## src/rtl/display_scan4_if.sv

```systemverilog
// Bundle of the data/strobe inputs and scan outputs of display_scan4.
// The master side drives the data and load strobe. The slave side (the scanner) drives the display outputs.
interface display_scan4_if;
    logic [15:0] data_in;
    logic        load;
    logic [3:0]  bcd;
    logic [3:0]  an;
    logic [1:0]  digit_sel;
    logic        frame_tick;
    logic        pending;

    modport master (
        output data_in, load,
        input  bcd, an, digit_sel, frame_tick, pending
    );

    modport slave (
        input  data_in, load,
        output bcd, an, digit_sel, frame_tick, pending
    );
endinterface

```

## src/rtl/display_scan4.sv

```systemverilog
// 4-digit multiplexed display scanner; loads are shadowed and committed on frame wrap (LEAD_ZERO_BLANK_EN: blank leading zeros).
// Latency: load visible within 4*CLK_DIV+1 cycles; no backpressure, a later load simply overwrites the shadow.
module display_scan4 #(
    parameter int unsigned CLK_DIV = 50000
) (
    input  logic            clk,
    input  logic            rst,
    display_scan4_if.slave  bus
);
    localparam int unsigned PW = (CLK_DIV > 1) ? $clog2(CLK_DIV) : 1;
    localparam logic [PW-1:0] TC = PW'(CLK_DIV - 1);

    logic [PW-1:0] presc_q, presc_d;
    logic [1:0]    digit_q, digit_d;
    logic [15:0]   display_q, display_d;
    logic [15:0]   shadow_q, shadow_d;
    logic          pending_q, pending_d;
    logic [3:0]    bcd_q, bcd_d;
    logic [3:0]    an_q, an_d;
    logic          tick_q;
    logic          advance;
    logic          wrap;

    always_comb begin
        advance   = (presc_q == TC);
        wrap      = advance && (digit_q == 2'd3);
        presc_d   = advance ? '0 : presc_q + 1'b1;
        digit_d   = advance ? digit_q + 2'd1 : digit_q;
        display_d = display_q;
        shadow_d  = shadow_q;
        pending_d = pending_q;

        // A load coinciding with the wrap bypasses the shadow so it is never stale.
        if (wrap) begin
            if (bus.load) begin
                display_d = bus.data_in;
                shadow_d  = bus.data_in;
            end else if (pending_q) begin
                display_d = shadow_q;
            end
            pending_d = 1'b0;
        end else if (bus.load) begin
            shadow_d  = bus.data_in;
            pending_d = 1'b1;
        end

        bcd_d = display_d[{digit_d, 2'b00} +: 4];
        an_d  = ~(4'b0001 << digit_d);
`ifdef LEAD_ZERO_BLANK_EN
        case (digit_d)
            2'd1:    if (display_d[15:4] == 12'h000) an_d = 4'b1111;
            2'd2:    if (display_d[15:8] == 8'h00)   an_d = 4'b1111;
            2'd3:    if (display_d[15:12] == 4'h0)   an_d = 4'b1111;
            default: ;
        endcase
`endif
    end

    always_ff @(posedge clk or negedge rst) begin
        if (!rst) begin
            presc_q   <= '0;
            digit_q   <= 2'd0;
            display_q <= 16'h0000;
            shadow_q  <= 16'h0000;
            pending_q <= 1'b0;
            bcd_q     <= 4'h0;
            an_q      <= 4'b1110;
            tick_q    <= 1'b0;
        end else begin
            presc_q   <= presc_d;
            digit_q   <= digit_d;
            display_q <= display_d;
            shadow_q  <= shadow_d;
            pending_q <= pending_d;
            bcd_q     <= bcd_d;
            an_q      <= an_d;
            tick_q    <= wrap;
        end
    end

    assign bus.bcd        = bcd_q;
    assign bus.an         = an_q;
    assign bus.digit_sel  = digit_q;
    assign bus.frame_tick = tick_q;
    assign bus.pending    = pending_q;
endmodule

```

## src/flat_wrapper.sv

```systemverilog
// flat-port wrapper written by rule: the top's interface ports become plain ports
module display_scan4_flat 
#(
    parameter int unsigned CLK_DIV = 50000
)
  (clk, rst, bus_data_in, bus_load, bus_bcd, bus_an, bus_digit_sel, bus_frame_tick, bus_pending);
  display_scan4_if bus_i ();
  input  logic clk;
  input  logic rst;
  input wire logic [$bits(bus_i.data_in)-1:0] bus_data_in;
  input wire logic [$bits(bus_i.load)-1:0] bus_load;
  output wire logic [$bits(bus_i.bcd)-1:0] bus_bcd;
  output wire logic [$bits(bus_i.an)-1:0] bus_an;
  output wire logic [$bits(bus_i.digit_sel)-1:0] bus_digit_sel;
  output wire logic [$bits(bus_i.frame_tick)-1:0] bus_frame_tick;
  output wire logic [$bits(bus_i.pending)-1:0] bus_pending;
  assign bus_i.data_in = bus_data_in;
  assign bus_i.load = bus_load;
  assign bus_bcd = bus_i.bcd;
  assign bus_an = bus_i.an;
  assign bus_digit_sel = bus_i.digit_sel;
  assign bus_frame_tick = bus_i.frame_tick;
  assign bus_pending = bus_i.pending;
  display_scan4 #(.CLK_DIV(CLK_DIV)) u_core (.clk(clk), .rst(rst), .bus(bus_i));
endmodule
```

## config.mk

```make
export PLATFORM = sky130hd
export DESIGN_NAME = display_scan4_flat
export DESIGN_NICKNAME = d
export VERILOG_FILES = /design/src/rtl/display_scan4_if.sv /design/src/rtl/display_scan4.sv /design/src/flat_wrapper.sv
export SDC_FILE = /design/constraint.sdc
export NUM_CORES = 1
export LEC_CHECK = 0
export CORE_ASPECT_RATIO = 0.6
export CORE_MARGIN = 5
export CORE_UTILIZATION = 50
export CTS_BUF_LIST = sky130_fd_sc_hd__clkbuf_8 sky130_fd_sc_hd__clkbuf_16
export CTS_CLUSTER_DIAMETER = 30
export DETAILED_ROUTE_END_ITERATION = 12
export HOLD_SLACK_MARGIN = 0.1
export PLACE_DENSITY_LB_ADDON = 0.15
export SETUP_SLACK_MARGIN = 0.1
export SLEW_MARGIN = 20
export SYNTH_ARGS = -nofsm -noshare
export SYNTH_HDL_FRONTEND = slang
export SYNTH_SLANG_ARGS = --single-unit
```

## constraint.sdc

```tcl
create_clock -name clk -period 3 [get_ports clk]
set_input_delay 0.3 -clock clk [delete_from_list [all_inputs] [get_ports clk]]
set_output_delay 0.3 -clock clk [all_outputs]
set_load 0.05 [all_outputs]
```

* Word-level counts from Yosys, hierarchy flattened
Cells that the tools add are included.
** Cells by class
- Bitwise gates (word level) :: 1
- Shift operators :: 2
- Muxes and demuxes :: 7
- Equality and inequality tests :: 2
- Reduce and logical (&&, ||, !) cells :: 2
- $add $sub $neg :: 2
** Operators by type and width (count)
- 16-bit two-way mux :: 4
- 16-bit by 1-bit adder with 16-bit output (second input constant) :: 1
- 16-bit == test (second input constant) :: 1
- 16-bit by 5-bit variable part select with 4-bit output :: 1
- 4-bit inverter :: 1
- 1-bit by 2-bit left shift with 4-bit output (first input constant) :: 1
- 2-bit by 1-bit adder with 2-bit output (second input constant) :: 1
- 2-bit == test (second input constant) :: 1
- 1-bit two-way mux :: 2
- 2-bit two-way mux :: 1
- 2-bit nonzero test :: 1
- 1-bit logical AND :: 1
** Word-level totals
- Input port bits :: 19
- Word-level logic and storage cells :: 24
- Register bits :: 60

* Depth between registers and ports, before layout
Gate-level depths: netlist of run 1.
- Depth after elaboration :: 4
- Gate-level depth with buffers :: 7
- Gate-level depth less buffers :: 7

* Worst setup path before layout of run 1
OpenSTA, ideal clock, no wires.
- Path kind :: reg-to-reg
- From :: register u_core.presc_q[7]
- To :: register u_core.bcd_q[0] (netlist: u_core.bus.bcd[0])
- Setup slack :: 476 ps
- Setup time :: 145 ps
- Arrival :: 2380 ps
- Data required time :: 2855 ps
- Cell stages (with the launch flop) :: 7
- Path through :: dfrtp_1 > or4b_4 > nor4_4 > mux2i_1 > clkinv_2 > nor2_1 > a221oi_1
** Between the ends
- Elaborated cells between the ends (all ways) :: 5
- Classes of those cells :: 1 x eq/ne; 1 x shift; 2 x mux; 1 x reduce/logical
** RTL lines
- start: declaration :: RTL line display_scan4.sv:13 : logic [PW-1:0] presc_q, presc_d;
- start signal: assignment :: RTL line display_scan4.sv:70 : presc_q <= presc_d;
- 16-bit == test :: RTL line display_scan4.sv:25 : advance = (presc_q == TC);
- 2-bit two-way mux :: RTL line display_scan4.sv:28 : digit_d = advance ? digit_q + 2'd1 : digit_q;
- net u_core.digit_d[1] :: RTL line display_scan4.sv:14 : logic [1:0] digit_q, digit_d;
- 16-bit by 5-bit variable part select with 4-bit output :: RTL line display_scan4.sv:47 : bcd_d = display_d[{digit_d, 2'b00} +: 4];
- net u_core.bcd_d[0] :: RTL line display_scan4.sv:18 : logic [3:0] bcd_q, bcd_d;
- end signal: assignment :: RTL line display_scan4.sv:66 : bcd_q <= 4'h0;
- end signal: assignment :: RTL line display_scan4.sv:75 : bcd_q <= bcd_d;
- end: declaration :: RTL line display_scan4.sv:18
The timed path passes the listed nets, and every way through them passes these cells.
A chain may end at the register's enable or synchronous reset.

* Final worst setup path of run 1
- From :: register u_core.presc_q[12]
- To :: register u_core.bcd_q[0] (netlist: u_core.bus.bcd[0])
** Between the ends
- Cells in the longest elaborated chain, start to end :: 4
- Elaborated cells between the ends (all ways) :: 5
- Classes of those cells :: 1 x eq/ne; 1 x shift; 2 x mux; 1 x reduce/logical
** Ends and longest elaborated chain
- 16-bit == test (*) :: RTL line display_scan4.sv:25
- 1-bit logical AND :: RTL line display_scan4.sv:26 : wrap = advance && (digit_q == 2'd3);
- 16-bit two-way mux :: RTL line display_scan4.sv:34 : if (wrap) begin
- 16-bit by 5-bit variable part select with 4-bit output (*) :: RTL line display_scan4.sv:47
- net u_core.bcd_d[0] :: RTL line display_scan4.sv:18
The timed path passes the listed nets; every way through them passes the cells marked *.

==> results of run 1 <==
-- report_power, final --
| group | internal, mW | leakage, nW | switching, mW |
|---|---|---|---|
| Clock | 0.373 | 0.101 | 0.311 |
| Sequential | 0.841 | 0.741 | 0.0237 |
| Combinational | 0.0605 | 0.700 | 0.0534 |
-- cells in the mapped netlist, drive strengths merged, types with 9 or more instances --
master	number
dfrtp	57
and3	10
nor2b	11
nand3	21
inv	12
clkbuf	14
a22oi	9
nor2	16
nand2	14
xnor2	9
o21ai	9
mux2	15
a31oi	17
-- worst max path at each step --
| stage | slack [ns] | start | end | depth (start not counted) |
|---|---|---|---|---|
| 2_1_floorplan | 0.48 | u_core.presc_q[7] | u_core.bus.bcd[0] | 6 |
| 3_3_place_gp | 0.44 | u_core.presc_q[7] | u_core.bus.bcd[3] | 6 |
| 3_5_place_dp | 0.29 | u_core.presc_q[12] | u_core.bus.bcd[0] | 6 |
| 4_1_cts | 0.28 | u_core.presc_q[12] | u_core.bus.bcd[0] | 6 |
| 5_1_grt | 0.22 | u_core.presc_q[12] | u_core.bus.bcd[3] | 6 |
| 6_report | 0.39 | u_core.presc_q[12] | u_core.bus.bcd[0] | 6 |
-- per-layer routing --
layer | up-vias | share of wire, %
li1 | 1118 | -
met1 | 1139 | 53
met2 | 69 | 40
met3 | 7 | 6.1
met4 | 0 | 0.98
met5 | - | 0
-- through the flow --
step	total power, mW	instances	hold WS (ns)
floorplan	0.934	291	0.00441
global placement	0.990	394	0.320
detailed placement	0.993	394	0.330
CTS	1.69	411	0.495
global route	1.74	411	0.510
finish	1.66	411	0.496
-- area by class of cell --
cell class	count	area, um2
clock buffer	9	124
clock inverter	7	60.1
fill	527	2380
multi-input combinational	199	1420
tap	84	105
sequential	60	1510
inverter	13	50.0
timing repair buffer	39	360
-- cell families after synthesis --
logic type	Yosys count	synth area share, %
simple gates	98	18.3
flops	60	49.5
compound gates	63	15.3
buf+inv	32	4.19
mux	22	7.85
xor+xnor	14	4.03
fa+ha+maj	2	0.822
-- placed cells by master, fill, tap and decap left out, types with 5 or more instances in the layout --
cell             synthesis  final
a22oi_1                  9      9
buf_4                    1      8
dfrtp_1                 57     57
o2111ai_1                8      8
nand2b_1                 8      8
nor2b_1                 11     11
o21ai_0                  9      9
nand3_1                 21     21
nor2_1                  16     14
xnor2_1                  9      9
and3_1                  10     10
inv_1                   12     14
nand2_1                 14     14
xor2_1                   5      5
a31oi_1                 17     17
a221oi_1                 7      7
and2_1                   7      7
clkbuf_8                 0      9
mux2i_1                  7      7
mux2_2                  15     15
clkdlybuf4s50_1          0     28
-- timing repair --
item,in CTS,in global routing
resized for setup,0,2
hold buffers,1,0
hold endpoints to repair,22,0
setup endpoints to repair,0,3
-- worst max-delay path, cell delays in order (launching register included) --
cell,delay [ns]
dfrtp_1,0.41
or4bb_1,0.64
nor4_4,0.48
buf_4,0.35
o2111ai_1,0.14
a221oi_1,0.36
a221oi_1,0.09
-- state kept, by name (all words and copies together), names as in the netlist --
signal,cells
u_core.shadow_q,16
u_core.presc_q,16
u_core.display_q,16
u_core.bus.frame_tick,1
u_core.bus.bcd,4
u_core.bus.digit_sel,2
u_core.bus.an,4
u_core.bus.pending,1
==> run_results.csv, run 1 <==
group,metric,value,unit
grt,grtUsageTotal,19.5,%
synth,seq_area_frac_synth,49.5,%
timing,setup_viol,0,
clocking,cts.clk_slew.worst_paths,0.06,ns
worst_setup_path,arrival,2.80,ns
grt,grt_pass1_wl,12000,um
worst_setup_path,start_kind,"register",
status,outcome,"finished clean",
power,leakage,1.54,nW
die,die_w,111,um
worst_setup_path,critPathCaptureType,"register",
clocking,cts_buffers,9,
detailed_routing,wire_per_inst,17.0,um
clocking,htreeDepth,3,
timing,clock.fmax,384,MHz
synth,syn_area_per_cell,10.5,um2
timing,finalHoldViolations,0,
die,io_pins,31,
grt,antenna_found_initial,0,
synth,synthCells,291,
worst_setup_path,crit_type,"reg2reg",
die,num_rows,22,
timing,tns,0,ns
synth,syn_area,0.00304,mm2
hold_path,min_path_type,"in2async",
synth,synth_warnings,0,
detailed_routing,vias,2333,
clocking,root_buffer,"clkbuf_8",
finish,antenna_cells,0,
clocking,worstSkewPairLatency,0.34,ns
finish,drive_gt1_share,16.5,%
synth,synth_edf_count,0,
timing,finalClockSkew,0.00771,ns
timing,slew-limit-headroom,56.2,%
timing,rsz0062_at_grt,"no",
clocking,clock-sinks,60,
detailed_routing,via_per_inst,5.68,
worst_setup_path,reg2reg_to,"u_core.bus.bcd[0]",
clocking,clockBufferDepth,2,
synth,synthDominantCellAreaShare,46.9,%
die,die_y,70.4,um
finish,area_growth_syn_to_layout,19.0,%
place,pre_cts_slack,0.292,ns
place,dp.final_hpwl,4750,um
die,dieArea,0.00780,mm2
worst_setup_path,worstPathMaxFanout,21,
grt,grtUsageMet1,30.9,%
grt,grt_busiest_layer,"met1",
grt,met3_usage,5.71,%
place,postPlaceCellArea,0.00342,mm2
synth,synth_ff_type,"dfrtp_1",
synth,async_reset_ff_share,100,%
timing,tightest_slew,0.657,ns
power,p_per_area,459,mW/mm2
synth,synth_area_leader_cell,"dfrtp_1",
worst_setup_path,rrSetupSlack,0.39,ns
synth,synth.area.top_cells,"dfrtp_1, mux2_2, a31oi_1, nand3_1, dfstp_2",
finish,finalNetCount,343,
synth,ys_ff_latch,60,
timing,slew_violations,0,
detailed_routing,drt_pass1_iterations,5,
synth,synth_cell_types,40,
grt,grt_max_degree,37,
finish,final_util,60.3,%
detailed_routing,drcViolationCount,0,
worst_setup_path,reg2reg_from,"u_core.presc_q[12]",
power,ir_drop,246,uV
place,port_buffers,30,
timing,period_share,86.9,%
run,cap_violations,0,
detailed_routing,ant_nets,0,
die,core,0.00600,mm2
detailed_routing,wirelength,6970,um
clocking,post-cts-setup-buffers,0,
grt,grt_pass1_vias,2315,
grt,grt_overflow,0,
die,initial_core_util,50.7,%
synth,syn_nets,312,
timing,min_period,2.61,ns
grt,grt_util_met2,24.7,%
place,gp_congestion,0.844,
timing,setup_slack,0.393,ns
clocking,cts_tree,"done",
worst_setup_path,r2r_cells,6,
finish,stdcell_area,0.00362,mm2
worst_setup_path,worst_ep_required_time,3.20,ns
detailed_routing,drtIter0Drc,152,
Power figures use the tool's default switching activity.
==> inputs of run 2 (changes only) <==
--- a/config.mk
+++ b/config.mk
@@ -7,7 +7,7 @@
 export LEC_CHECK = 0
 export CORE_ASPECT_RATIO = 0.6
 export CORE_MARGIN = 5
-export CORE_UTILIZATION = 50
+export CORE_UTILIZATION = 45
 export CTS_BUF_LIST = sky130_fd_sc_hd__clkbuf_8 sky130_fd_sc_hd__clkbuf_16
 export CTS_CLUSTER_DIAMETER = 30
 export DETAILED_ROUTE_END_ITERATION = 12
==> run_results.csv, run 2 (synthesis gave the netlist of run 1 again) <==
group,metric,value,unit
place,pre_cts_slack,0.245,ns
place,dp.final_hpwl,4860,um
die,dieArea,0.00856,mm2
hold_path,min_path_type,"in2async",
timing,setup_slack,0.360,ns
detailed_routing,wirelength,7160,um
detailed_routing,vias,2326,
worst_setup_path,start_kind,"register",
finish,reg_top3,"u_core.display_q (16), u_core.presc_q (16), u_core.shadow_q (16)",
die,initial_core_util,46.0,%
worst_setup_path,worst_ep_required_time,3.19,ns
grt,grt_overflow,0,
grt,grt_pass1_vias,2193,
run,cap_violations,0,
finish,drive_gt1_share,16.9,%
timing,finalHoldViolations,0,
place,port_buffers,30,
grt,antenna_found_initial,0,
timing,setup_viol,0,
grt,grt_max_degree,61,
clocking,worstSkewPairLatency,0.33,ns
die,die_y,73.7,um
worst_setup_path,cp_common_cell,"a221oi_1",
worst_setup_path,slowest_delay,0.65,ns
clocking,root_buffer,"clkbuf_16",
grt,grt_pass1_wl,11600,um
timing,finalClockSkew,0.00617,ns
timing,clock.fmax,379,MHz
detailed_routing,drt_pass1_iterations,4,
timing,period_share,88.0,%
detailed_routing,drtIter0Drc,197,
die,io_pins,31,
worst_setup_path,arrival,2.83,ns
worst_setup_path,worstPathMaxFanout,21,
power,ir_drop,361,uV
finish,area_growth_syn_to_layout,23.5,%
clocking,clockBufferDepth,2,
timing,min_period,2.64,ns
detailed_routing,drcViolationCount,0,
timing,slew-limit-headroom,49.2,%
timing,tns,0,ns
status,outcome,"finished clean",
die,core,0.00662,mm2
clocking,holdBufCountCts,0,
worst_setup_path,crit_chain,"or4bb_1 -> nor4_4 -> buf_4 -> o2111ai_1 -> a221oi_1 -> a221oi_1",
detailed_routing,via_per_inst,5.63,
finish,finalNetCount,342,
worst_setup_path,critPathCaptureType,"register",
worst_setup_path,crit_type,"reg2reg",
finish,mostFrequentLayoutCell,"dfrtp_1",
detailed_routing,wire_per_inst,17.3,um
die,die_w,116,um
clocking,clock-sinks,60,
power,leakage,1.60,nW
finish,layout_common_cells,"dfrtp_1, clkdlybuf4s50_1, nand3_1, a31oi_1, mux2_2",
die,num_rows,23,
grt,grtUsageTotal,18.4,%
detailed_routing,ant_nets,0,
timing,slew_violations,0,
clocking,htreeDepth,3,
worst_setup_path,slowest_stage,"or4bb_1",
clocking,cts_tree,"done",
clocking,cts.clk_slew.worst_paths,0.05,ns
timing,rsz0062_at_grt,"no",
timing,tightest_slew,0.762,ns
place,gp_congestion,0.746,
power,p_per_area,553,mW/mm2
clocking,cts_buffers,9,
finish,antenna_cells,0,
run 2: cell count changes in the layout (fill, tap and decap cells not counted), sizes merged:
cell / delta
clkbuf: +1
bufinv: +1
dlygate4sd3: -1
clkdlybuf4s50: +1
clkinvlp: -1
inv: -1
buf: -1
run 2: final timing paths:
kind,start,endpoint,slack (ns),cells past startpoint
min reg2reg,u_core.presc_q[0],u_core.presc_q[0],0.49,1
max in group asynchronous,rst,u_core.display_q[4],2.37,2
min,rst,u_core.presc_q[15],0.14,2
max,u_core.presc_q[12],u_core.bus.bcd[0],0.36,6
min in group clk,u_core.presc_q[0],u_core.presc_q[0],0.49,1
max reg2reg,u_core.presc_q[12],u_core.bus.bcd[0],0.36,6
run 2: area by class of cell:
class                           instances  area, um2
Fill cell                             573       2860
Sequential cell                        60       1510
Multi-Input combinational cell        199       1420
Timing Repair Buffer                   38        355
Clock buffer                           10        239
Tap cell                               87        109
Clock inverter                          6       78.8
Inverter                               13       50.0
run 2: worst max-delay path, delay by kind of cell (launching register included):
kind,cells,cell delay [ns]
DFF,1,0.40
and+or+nand+nor,2,1.12
buffers and inverters,1,0.35
AOI/OAI and AO/OA,3,0.61
run 2: repair_timing:
item	CTS	global route
gates resized for setup	0	3
setup buffers	0	0
setup endpoints to repair	0	4
run 2: power breakdown:
part	leakage, nW	internal (mW)	switching [mW]
sequential	0.741	0.843	0.0240
combinational	0.697	0.0612	0.0545
clock	0.163	0.741	0.354
total	1.60	1.64	0.433
run 2: metal layers:
metal  track usage [%]  wire, um  up-vias
li1                  -         -     1122
met1              28.1      3750     1127
met2              23.3      2860       67
met3              6.50       445       10
met4              6.56       101        0
met5                 0         0        -
run 2: per-stage QoR:
stage,hold WS (ns),cell area (um2),power (mW),utilization (%),instances
6_report,0.137,3760,2.08,56.8,413
3_3_place_gp,0.476,3430,0.994,51.8,397
2_1_floorplan,0.00441,3040,0.934,-,291
5_1_grt,0.209,3760,2.16,56.8,413
4_1_cts,0.154,3750,2.10,56.6,413
3_5_place_dp,0.481,3430,0.997,51.8,397
==> inputs of run 3 (changes only) <==
--- a/config.mk
+++ b/config.mk
@@ -6,7 +6,6 @@
 export NUM_CORES = 1
 export LEC_CHECK = 0
 export CORE_ASPECT_RATIO = 0.6
-export CORE_MARGIN = 5
 export CORE_UTILIZATION = 45
 export CTS_BUF_LIST = sky130_fd_sc_hd__clkbuf_8 sky130_fd_sc_hd__clkbuf_16
 export CTS_CLUSTER_DIAMETER = 30
==> run_results.csv, run 3 (synthesis gave the netlist of run 1 again) <==
group,metric,value,unit
status,outcome,"finished clean",
clocking,ctsResizeCount,0,
worst_setup_path,critPathCaptureType,"register",
power,clkPwrFrac,47.8,%
detailed_routing,drcViolationCount,0,
clocking,cts_tree,"done",
timing,setup_slack,0.286,ns
finish,finalNetCount,342,
timing,clock.fmax,368,MHz
clocking,clock-sinks,60,
clocking,clockBufferDepth,2,
detailed_routing,wirelength,6630,um
timing,finalHoldViolations,0,
power,leakage,1.57,nW
run,cap_violations,0,
worst_setup_path,crit_chain,"or4b_4 -> nor4_4 -> mux2i_1 -> clkinv_2 -> nor2_1 -> a221oi_1",
timing,slew_violations,0,
power,sw_frac_of_total,20.2,%
detailed_routing,drtIter0Drc,175,
place,dp.final_hpwl,4440,um
place,gp_congestion,0.837,
timing,rsz0062_at_grt,"no",
finish,reg_top3,"u_core.display_q (16), u_core.presc_q (16), u_core.shadow_q (16)",
timing,finalClockSkew,0.0121,ns
timing,setup_viol,0,
clocking,worstSkewPairLatency,0.33,ns
grt,grtUsageTotal,21.0,%
detailed_routing,ant_nets,0,
clocking,cts.clk_slew.worst_paths,0.07,ns
hold_path,min_path_type,"in2async",
worst_setup_path,slowest_stage,"or4b_4",
die,core,0.00630,mm2
grt,grt_pass1_vias,2172,
finish,layout_common_cells,"dfrtp_1, clkdlybuf4s50_1, nand3_1, a31oi_1, nor2_1",
clocking,cts_buffers,9,
power,pwr-share-comb,6.1,%
detailed_routing,drt_pass1_iterations,5,
detailed_routing,via_per_inst,5.60,
grt,grt_max_degree,61,
worst_setup_path,crit_type,"reg2reg",
power,p_switching,380,uW
clocking,htreeDepth,3,
die,io_pins,31,
grt,antenna_found_initial,0,
finish,mostFrequentLayoutCell,"dfrtp_1",
timing,min_period,2.71,ns
timing,tns,0,ns
worst_setup_path,arrival,2.89,ns
finish,antenna_cells,0,
place,port_buffers,30,
clocking,holdBufCountCts,1,
finish,drive_gt1_share,16.0,%
worst_setup_path,slowest_delay,0.59,ns
die,die_w,108,um
power,ir_drop,238,uV
place,pre_cts_slack,0.328,ns
clocking,root_buffer,"clkbuf_8",
power,power.internal,1.50,mW
detailed_routing,wire_per_inst,16.2,um
worst_setup_path,worstPathMaxFanout,7,
detailed_routing,vias,2298,
die,num_rows,22,
worst_setup_path,start_kind,"register",
clocking,post-cts-setup-buffers,0,
timing,tightest_slew,0.916,ns
worst_setup_path,worst_ep_required_time,3.18,ns
power,power_frac_seq,46.1,%
finish,area_growth_syn_to_layout,21.1,%
grt,grt_overflow,0,
timing,period_share,90.5,%
die,die_y,65.7,um
power,p_per_area,509,mW/mm2
die,initial_core_util,48.3,%
grt,grt_pass1_wl,11000,um
die,dieArea,0.00711,mm2
timing,slew-limit-headroom,38.9,%
==> run 3: cell count changes in the layout (fill, tap and decap cells not counted), sizes merged <==
cell / previous run / this run
dlygate4sd3: 0 / 1
clkdlybuf4s50: 29 / 28
clkbuf: 10 / 11
bufinv: 2 / 3
clkinv: 4 / 2
==> run 3: layer usage <==
metal | routed length (um) | global-route usage, % | vias to the layer above
li1 | - | - | 1116
met1 | 3580 | 33.6 | 1108
met2 | 2590 | 26.5 | 67
met3 | 402 | 5.46 | 7
met4 | 55 | 6.68 | 0
met5 | 0 | 0 | -
==> run 3: metrics by stage <==
stage | std cells | utilization [%] | power [mW] | area, um2 | hold slack [ns]
after floorplan | 291 | - | 0.934 | 3040 | 0.00441
after global placement | 393 | 54.3 | 0.992 | 3430 | 0.331
after detailed placement | 393 | 54.3 | 0.994 | 3430 | 0.331
after CTS | 410 | 58.5 | 1.90 | 3690 | 0.489
after global routing | 410 | 58.5 | 1.96 | 3690 | 0.509
final | 410 | 58.5 | 1.88 | 3690 | 0.480
==> run 3: final timing paths <==
path | start | slack (ns) | depth (start not counted) | to
worst max-delay path | u_core.presc_q[7] | 0.29 | 6 | u_core.bus.bcd[3]
worst min-delay path | rst | 0.48 | 3 | u_core.presc_q[2]
worst max register to register | u_core.presc_q[7] | 0.29 | 6 | u_core.bus.bcd[3]
worst min register to register | u_core.display_q[2] | 0.49 | 2 | u_core.display_q[2]
max in group asynchronous | rst | 2.19 | 3 | u_core.bus.an[3]
min in group clk | u_core.display_q[2] | 0.49 | 2 | u_core.display_q[2]
==> run 3: cell type report <==
class	instances	area, um2
sequential	60	1510
clock buffer	11	151
timing repair buffer	38	365
tap	84	105
inverter	13	50.0
multi-input combinational	199	1410
fill	543	2620
clock inverter	5	98.8
==> run 3: power by group through the flow <==
stage / Combinational (mW) / Clock (mW) / Sequential, mW
2_1_floorplan: 0.0587 / 0 / 0.875
3_3_place_gp: 0.113 / 0 / 0.879
3_5_place_dp: 0.115 / 0 / 0.879
4_1_cts: 0.117 / 0.918 / 0.864
5_1_grt: 0.128 / 0.961 / 0.868
6_report: 0.114 / 0.897 / 0.865
==> run 3: worst max-delay path: cells and delay by family, from the launching register on <==
kind            cells  cell delay, ns
compound gates      1            0.14
flops               1            0.43
mux                 1            0.34
buf+inv             1            0.14
simple gates        3            1.52
